**src/rtl/multi_port_reg_file.sv**
```systemverilog
// ============================================================================
// multi_port_reg_file
//   Parametrised register file for the processor datapath: NUM_RD
//   combinational read ports and NUM_WR synchronous write ports. A built-in
//   clear sequencer zeroes every entry after reset or on request; `ready`
//   stays low for the whole sweep and gates the start of the pipeline.
//
// Optional feature macro: REG_FILE_BYPASS_EN
//   defined   : a read of an index being written in the same cycle returns
//               the write data (highest-numbered matching write port).
//   undefined : pure storage read; written data is visible the next cycle.
//
// Ports
//   clk       in   clock, all state updates on posedge
//   rst       in   synchronous active-high reset (restarts the clear sweep)
//   clearReq  in   start a clear sweep (honoured only while ready=1)
//   ready     out  1 = file valid, writes accepted
//   rdNum     in   NUM_RD x REG_NUM_WIDTH read indices
//   rdData    out  NUM_RD x DATA_WIDTH read data (combinational)
//   wrEnable  in   NUM_WR per-port write enables
//   wrNum     in   NUM_WR x REG_NUM_WIDTH write indices
//   wrData    in   NUM_WR x DATA_WIDTH write data
// ============================================================================
module multi_port_reg_file #(
    parameter int DATA_WIDTH    = 32,
    parameter int REG_NUM       = 32,
    parameter int REG_NUM_WIDTH = $clog2(REG_NUM),
    parameter int NUM_RD        = 2,
    parameter int NUM_WR        = 2,
    parameter int ZERO_REG      = 1
) (
    input  logic                                  clk,
    input  logic                                  rst,
    input  logic                                  clearReq,
    output logic                                  ready,
    input  logic [NUM_RD-1:0][REG_NUM_WIDTH-1:0]  rdNum,
    output logic [NUM_RD-1:0][DATA_WIDTH-1:0]     rdData,
    input  logic [NUM_WR-1:0]                     wrEnable,
    input  logic [NUM_WR-1:0][REG_NUM_WIDTH-1:0]  wrNum,
    input  logic [NUM_WR-1:0][DATA_WIDTH-1:0]     wrData
);

    typedef enum logic {
        CLEAR = 1'b0,
        READY = 1'b1
    } state_t;

    localparam int IDX_SPACE = 1 << REG_NUM_WIDTH;

    // One bit per encodable index: set where the index maps to a real entry.
    // Lets the read path reject out-of-range indices without a magnitude
    // compare when REG_NUM is not a power of two.
    localparam logic [IDX_SPACE-1:0] IDX_VALID =
        {IDX_SPACE{1'b1}} >> (IDX_SPACE - REG_NUM);

    state_t                   state_reg;
    logic [REG_NUM_WIDTH-1:0] clr_idx_reg;
    logic [DATA_WIDTH-1:0]    entry_q [REG_NUM];

    // ------------------------------------------------------------------
    // Clear sequencer
    // ------------------------------------------------------------------
    always_ff @(posedge clk) begin
        if (rst) begin
            state_reg   <= CLEAR;
            clr_idx_reg <= '0;
        end else begin
            case (state_reg)
                CLEAR: begin
                    clr_idx_reg <= clr_idx_reg + 1'b1;
                    if (clr_idx_reg == REG_NUM_WIDTH'(REG_NUM - 1)) begin
                        state_reg <= READY;
                    end
                end
                READY: begin
                    if (clearReq) begin
                        state_reg   <= CLEAR;
                        clr_idx_reg <= '0;
                    end
                end
                default: begin
                    state_reg   <= CLEAR;
                    clr_idx_reg <= '0;
                end
            endcase
        end
    end

    // ready is the state register bit itself, so it is glitch-free.
    assign ready = (state_reg == READY);

    // ------------------------------------------------------------------
    // Storage: one register per entry with its own write decode
    // ------------------------------------------------------------------
    genvar gi;
    generate
        for (gi = 0; gi < REG_NUM; gi++) begin : g_entry
            logic [DATA_WIDTH-1:0] value_reg;
            logic                  wr_hit;
            logic [DATA_WIDTH-1:0] wr_val;

            // Ascending scan: the last matching port overrides earlier ones,
            // so the highest-numbered port wins a same-index conflict.
            always_comb begin
                wr_hit = 1'b0;
                wr_val = '0;
                for (int p = 0; p < NUM_WR; p++) begin
                    if (wrEnable[p] && (wrNum[p] == REG_NUM_WIDTH'(gi))) begin
                        wr_hit = 1'b1;
                        wr_val = wrData[p];
                    end
                end
                if ((ZERO_REG != 0) && (gi == 0)) begin
                    wr_hit = 1'b0;
                end
            end

            // No reset branch: the clear sweep is what zeroes the contents.
            always_ff @(posedge clk) begin
                if (!rst) begin
                    if (state_reg == CLEAR) begin
                        if (clr_idx_reg == REG_NUM_WIDTH'(gi)) begin
                            value_reg <= '0;
                        end
                    end else if (wr_hit) begin
                        value_reg <= wr_val;
                    end
                end
            end

            assign entry_q[gi] = value_reg;
        end
    endgenerate

    // ------------------------------------------------------------------
    // Read ports (combinational)
    // ------------------------------------------------------------------
    generate
        for (gi = 0; gi < NUM_RD; gi++) begin : g_rd
            logic [REG_NUM_WIDTH-1:0] rd_idx;
            logic                     rd_allowed;

            assign rd_idx = rdNum[gi];

            always_comb begin
                rd_allowed = (state_reg == READY) && IDX_VALID[rd_idx];
                if ((ZERO_REG != 0) && (rd_idx == '0)) begin
                    rd_allowed = 1'b0;
                end
            end

            always_comb begin
                rdData[gi] = '0;
                if (rd_allowed) begin
                    rdData[gi] = entry_q[rd_idx];
`ifdef REG_FILE_BYPASS_EN
                    for (int p = 0; p < NUM_WR; p++) begin
                        if (wrEnable[p] && (wrNum[p] == rd_idx)) begin
                            rdData[gi] = wrData[p];
                        end
                    end
`endif
                end
            end
        end
    endgenerate

endmodule

```
**config.mk**
```make
export PLATFORM = sky130hd
export DESIGN_NAME = multi_port_reg_file
export DESIGN_NICKNAME = d
export VERILOG_FILES = /design/src/rtl/multi_port_reg_file.sv
export SDC_FILE = /design/constraint.sdc
export NUM_CORES = 2
export LEC_CHECK = 0
export CAP_MARGIN = 20
export CORE_ASPECT_RATIO = 0.75
export CORE_MARGIN = 3
export CORE_UTILIZATION = 45
export CTS_CLUSTER_DIAMETER = 30
export DETAILED_ROUTE_END_ITERATION = 10
export PLACE_DENSITY = 0.71
export SKIP_LAST_GASP = 1
export SYNTH_ARGS = -nofsm -noshare
export SYNTH_HDL_FRONTEND = slang
export SYNTH_SLANG_ARGS = --single-unit
```
**constraint.sdc**
```tcl
create_clock -name clk -period 5.2 [get_ports clk]
set_clock_uncertainty 0.05 [all_clocks]
set_input_delay 1.04 -clock clk [delete_from_list [all_inputs] [get_ports clk]]
set_output_delay 1.04 -clock clk [all_outputs]
set_load 0.03 [all_outputs]
```
Word-level counts from Yosys, hierarchy flattened

Memory sizes are Yosys's and may differ from the RTL's.
Cells that the tools add are included.

Register bits after elaboration: 998
ROM bits: 64
Output and inout bits: 65
Logic and storage cells: 531
Memories: 2

Add/sub/neg operators: 1
Magnitude comparators: 4
Equal/unequal tests: 125
Mux-type cells: 234
Bitwise gates (word level): 4
Reduce and logical (&&, ||, !) cells: 128

Memory list:

| memory          | depth | bits a word | rd ports | clocked after memory_dff | wr ports | RTL line | text |
|---|---|---|---|---|---|---|---|
| (no name shown) | 32    | 1           | 1        | 0                        | 0        | 146      | `rd_allowed = (state_reg == READY) && IDX_VALID[rd_idx];` |
| (no name shown) | 32    | 1           | 1        | 0                        | 0        | 146      |  |

Operators with widths:

| operator                                              | number |
|---|---|
| 2-to-1 mux 32 bit                                     | 161 |
| binary-select mux 32 bit (select 5 bit)               | 2 |
| equality test 5 bit, second input constant            | 48 |
| equality test 5 x 4 -> 1 bit, second input constant   | 24 |
| AND reduction 3 bit                                   | 31 |
| 2-to-1 mux 1 bit                                      | 68 |
| logical AND 1 bit                                     | 64 |
| inequality test 2 x 1 -> 1 bit, second input constant | 31 |
| nonzero test 2 bit                                    | 31 |
| equality test 5 x 3 -> 1 bit, second input constant   | 12 |
| equality test 5 x 2 -> 1 bit, second input constant   | 6 |
| equality test 5 x 1 -> 1 bit, second input constant   | 3 |
| >= comparator 6 bit, second input constant            | 2 |
| < comparator 5 x 6 -> 1 bit, second input constant    | 2 |
| inverter 5 -> 6 bit                                   | 2 |
| logical NOT 5 bit                                     | 2 |
| one-hot mux 5 bit (2 select lines)                    | 1 |
| adder 5 x 1 -> 5 bit, second input constant           | 1 |
| 2-to-1 mux 5 bit                                      | 1 |
| inequality test 2 bit, second input constant          | 1 |
| inverter 1 bit                                        | 2 |
| one-hot mux 1 bit (2 select lines)                    | 1 |

Logic depth before layout (Yosys ltp)

Depth in word-level cells: 6
Mapped depth: 9
Mapped depth without buffers: 5

Least setup slack after synthesis

No wires, ideal clock.

Path kind: input-to-reg
Start: input port wrNum[6] (netlist name)
End: register g_entry[16].value_reg[0], enable pin
Setup time: 0.470 ns
Arrival time: 4.571 ns
Data required time: 4.680 ns
Slack: 0.109 ns
Stages on the path: 5
Buffers on the path: 1
Cell sequence: or4b_1 nor2_2 buf_2 nor2_1 a211oi_1

Word-level cells in the longest chain between the ends: 5

RTL lines:

| element                                  | RTL line | text |
|---|---|---|
| from (decl)                              | 39       | `input logic [NUM_WR-1:0][REG_NUM_WIDTH-1:0] wrNum,` |
| equality test 5 bit                      | 108      | `if (wrEnable[p] && (wrNum[p] == REG_NUM_WIDTH'(gi))) begin` |
| logical AND 1 bit                        | 108      |  |
| 2-to-1 mux 1 bit                         | 108      |  |
| inequality test 2 x 1 -> 1 bit (no line) | --       |  |
| AND reduction 3 bit (no line)            | --       |  |
| to (signal assigned)                     | 126      | `value_reg <= wr_val;` |
| to (decl)                                | 98       | `logic [DATA_WIDTH-1:0] value_reg;` |

No other way between the ends.
A chain may end at the register's enable or synchronous reset.

==> results.py <==
metrics = {
    "drt": {
        "dr.pass1.iters": 9,
        "num_vias": 54470,
        "ant_nets": 0,
        "routed_via_density": 7.541,
        "drt_iter0_drc": 11660,
        "routed_wl_mm": 277.5,
        "drcViolationCount": 0,
        "wl_per_cell_um": 38.42,
    },
    "timing": {
        "setup-violations-final": 0,
        "timing.hold.ws_ps": 523.0,
        "min_period_ps": 5088,
        "setup_tns_ps": 0,
        "slew_violations": 0,
        "fin_crit_sh_pct": 97.84,
        "hold_viol_final": 0,
        "fmax_mhz": 196.5,
        "worstMarginPinSlew_ps": 1226,
        "rsz0062_at_grt": "false",
        "slew-limit-headroom_pct": 18.05,
    },
    "logic_synthesis": {
        "yosysSeqAreaShare_pct": 46.60,
        "synth_top_area_share_pct": 46.41,
        "synth-main-ff-cell": "edfxtp_1",
        "syn_inst": 5289,
        "syn-num-nets": 5384,
        "synthArstFlopShare_pct": 0,
        "yosysUniqueCellTypes": 63,
        "synth_top_area_cell": "edfxtp_1",
        "syn_area_mm2": 0.06418,
        "synth_area_per_cell_um2": 12.13,
        "ys_ff_latch": 998,
        "yosys-top-cells-area": "edfxtp_1 (46%), mux4_2 (12%), a22oi_1 (12%), nor2b_1 (10%), mux2i_1 (3.8%)",
        "yosysWarnings": 0,
        "synth_edf_count": 992,
    },
    "final_layout": {
        "drive_gt1_share_pct": 23.84,
        "areaGrowthSynthToFinish_pct": 17.07,
        "multiInputGateArea_mm2": 0.03174,
        "final-seq-area_mm2": 0.02991,
        "fillers": 11470,
        "largest_reg_flops": 992,
        "nNetsFinal": 5296,
    },
    "power": {
        "peakVddDrop_v": 0.0002608,
        "finalPower_w": 0.02229,
        "power_density_mw_per_mm2": 296.7,
        "total_leakage_power_nw": 21.24,
    },
    "cts": {
        "clk-insertion-delay-late_ps": 810,
        "post_cts_buffers": 0,
        "cts-buffers-inserted": 174,
        "clock-sinks": 998,
        "cts_hold_buf": 0,
        "cts.repair.resized": 0,
        "root_buffer": "clkbuf_16",
        "cts_max_level": 4,
        "cts_tree": "yes",
        "clk_pin_slew_ps": 50,
        "clk_path_buf_depth": 3,
    },
    "floorplanning": {
        "io-pin-count": 154,
        "die_area_mm2": 0.1472,
        "die_h_um": 333.1,
        "initial_core_util_pct": 45.52,
        "placementRows": 119,
        "fp.dieW_um": 442.1,
        "core_area_mm2": 0.1410,
    },
    "global_route": {
        "track_usage_pct": 36.61,
        "antenna_found_initial": 10,
        "grt_first_pass_wirelength_mm": 389.2,
        "grt_max_degree": 132,
        "grt_pass1_vias": 52670,
        "gr-total-overflow": 0,
    },
    "hold_path": {
        "min_from": "clr_idx_reg[1]$_SDFFE_PP0P_",
        "whs_endpoint": "clr_idx_reg[1]$_SDFFE_PP0P_",
        "hold_depth": 2,
        "hold_path.class": "flop to flop",
    },
    "setup_path": {
        "path_max_fanout": 8,
        "critPathArrivalTime_ps": 4000,
        "crit_required_ps": 4110,
        "endpoint_kind": "primary output",
        "reg2regPathDepth": 5,
        "worstSetupStartpointType": "input pin",
        "r2r_start": "ready$_SDFF_PP0_",
        "worst-setup-path-type": "input pin to primary output",
        "r2r_end": "g_entry[31].value_reg[6]$_SDFFCE_PN0P_",
        "r2r_slack_ps": 1450,
    },
    "status": {
        "status": "finished, final reports clean",
    },
    "place": {
        "io_buffers": 153,
        "hpwlAfterDp_mm": 155.4,
        "place.gp.congestion": 0.9713,
    },
    "flow_run": {
        "drv_cap": 0,
    },
}
critical path, cell delays in order:
cell and delay [ps]:
clkdlybuf4s50_1 730, buf_4 270, and2_1 370, buf_4 400, nand2_1 110, a222oi_1 670, buf_4 260, buf_12 120
Yosys cell counts (5+ instances only):
| master | number |
|---|---|
| and2_1 | 5 |
| nand4bb_1 | 6 |
| o41ai_1 | 24 |
| nand4b_1 | 6 |
| inv_1 | 5 |
| a211oi_2 | 27 |
| a222oi_1 | 19 |
| mux4_2 | 352 |
| buf_2 | 153 |
| nor2_1 | 139 |
| buf_6 | 30 |
| nand2_1 | 124 |
| nand2b_1 | 42 |
| mux2i_1 | 245 |
| nor4_1 | 9 |
| buf_4 | 48 |
| a32oi_1 | 12 |
| a22oi_1 | 985 |
| a311oi_1 | 24 |
| nand4_1 | 21 |
| clkbuf_1 | 500 |
| a221oi_1 | 42 |
| a211oi_1 | 55 |
| a221o_1 | 39 |
| nor2b_1 | 1027 |
| ha_1 | 6 |
| o21ai_0 | 6 |
| edfxtp_1 | 992 |
| nor3_1 | 11 |
| dfxtp_1 | 6 |
| mux2_2 | 127 |
| or3_1 | 25 |
| a2111oi_1 | 9 |
| a21oi_1 | 76 |
| buf_1 | 9 |
| o22ai_1 | 41 |
layout by cell type (no fill, tap or decap), drive strengths merged, types with 12 or more instances in the layout:
cell type      synthesis  final
a2111oi               12     12
a221o                 39     39
nand2                124    124
o22ai                 41     41
a311oi                24     24
bufinv                 0     16
edfxtp               992    992
or3                   25     25
o41ai                 25     25
clkinvlp               0     24
clkinv                 0     58
mux4                 352    352
a22oi                985    985
inv                    5     25
clkbuf               500    201
nor2                 141    141
mux2i                245    245
a32oi                 12     12
a222oi                19     19
a221oi                42     42
a211oi                85     85
a21oi                 76     76
mux2                 127    127
buf                  240    395
clkdlybuf4s50          0     76
nand2b                42     42
nand4                 21     21
nor2b               1027   1027
area by class of cell:
class / count / area share, %
Multi-Input combinational cell: 3546 / 42.25
Sequential cell: 998 / 39.81
Timing Repair Buffer: 476 / 7.074
Clock buffer: 196 / 6.018
Tap cell: 1875 / 3.122
Clock inverter: 118 / 1.675
Antenna cell: 9 / 0.02997
Inverter: 5 / 0.02498
through the flow:
step	cell area [um2]	setup slack, ps	cells	utilization, %
5_1_grt	75120	118.1	7218	53.28
6_report	75140	112.2	7223	53.29
3_3_place_gp	68960	372.0	6882	48.91
4_1_cts	74850	366.6	7203	53.09
2_1_floorplan	64180	109.2	5289	-
3_5_place_dp	69070	390.5	6889	48.99
worst max-delay path by stage:
stage | end | cells after the start | start
3_5_place_dp | rdData[60] | 8 | rdNum[8]
6_report | rdData[60] | 8 | rdNum[8]
3_3_place_gp | rdData[54] | 8 | rdNum[9]
5_1_grt | rdData[60] | 8 | rdNum[8]
2_1_floorplan | g_entry[16].value_reg[0]$_SDFFCE_PN0P_ | 5 | wrNum[6]
4_1_cts | rdData[60] | 8 | rdNum[8]
metal layers:
| metal | track usage, % | wire, um | part of all wire [%] |
|---|---|---|---|
| met2 | 49.45 | 111400 | 40 |
| met3 | 18.26 | 54740 | 20 |
| met4 | 23.32 | 20610 | 7.4 |
| met5 | 0.9206 | 219 | 0.079 |
| met1 | 46.24 | 90500 | 33 |
power by group:
| group | switching [W] | internal [W] | leakage [nW] |
|---|---|---|---|
| logic | 0.00131 | 0.000692 | 9.42 |
| clock network | 0.00442 | 0.00709 | 2.76 |
| registers | 0.0000173 | 0.00876 | 9.05 |
| total | 0.00575 | 0.0165 | 21.2 |
cell families (layout without fill, tap and decap cells):
group	count (synthesis)	count (layout)	synth area share [%]
AND/OR/NAND/NOR	1438	1438	13.12
AO/OA/AOI/OAI	1378	1378	16.47
flip-flops	998	998	46.60
buffers and inverters	745	795	5.287
multiplexers	724	724	18.40
adder cells (fa/ha/maj)	6	6	0.1170
other	0	9	0
(Power assumes the default switching activity.)
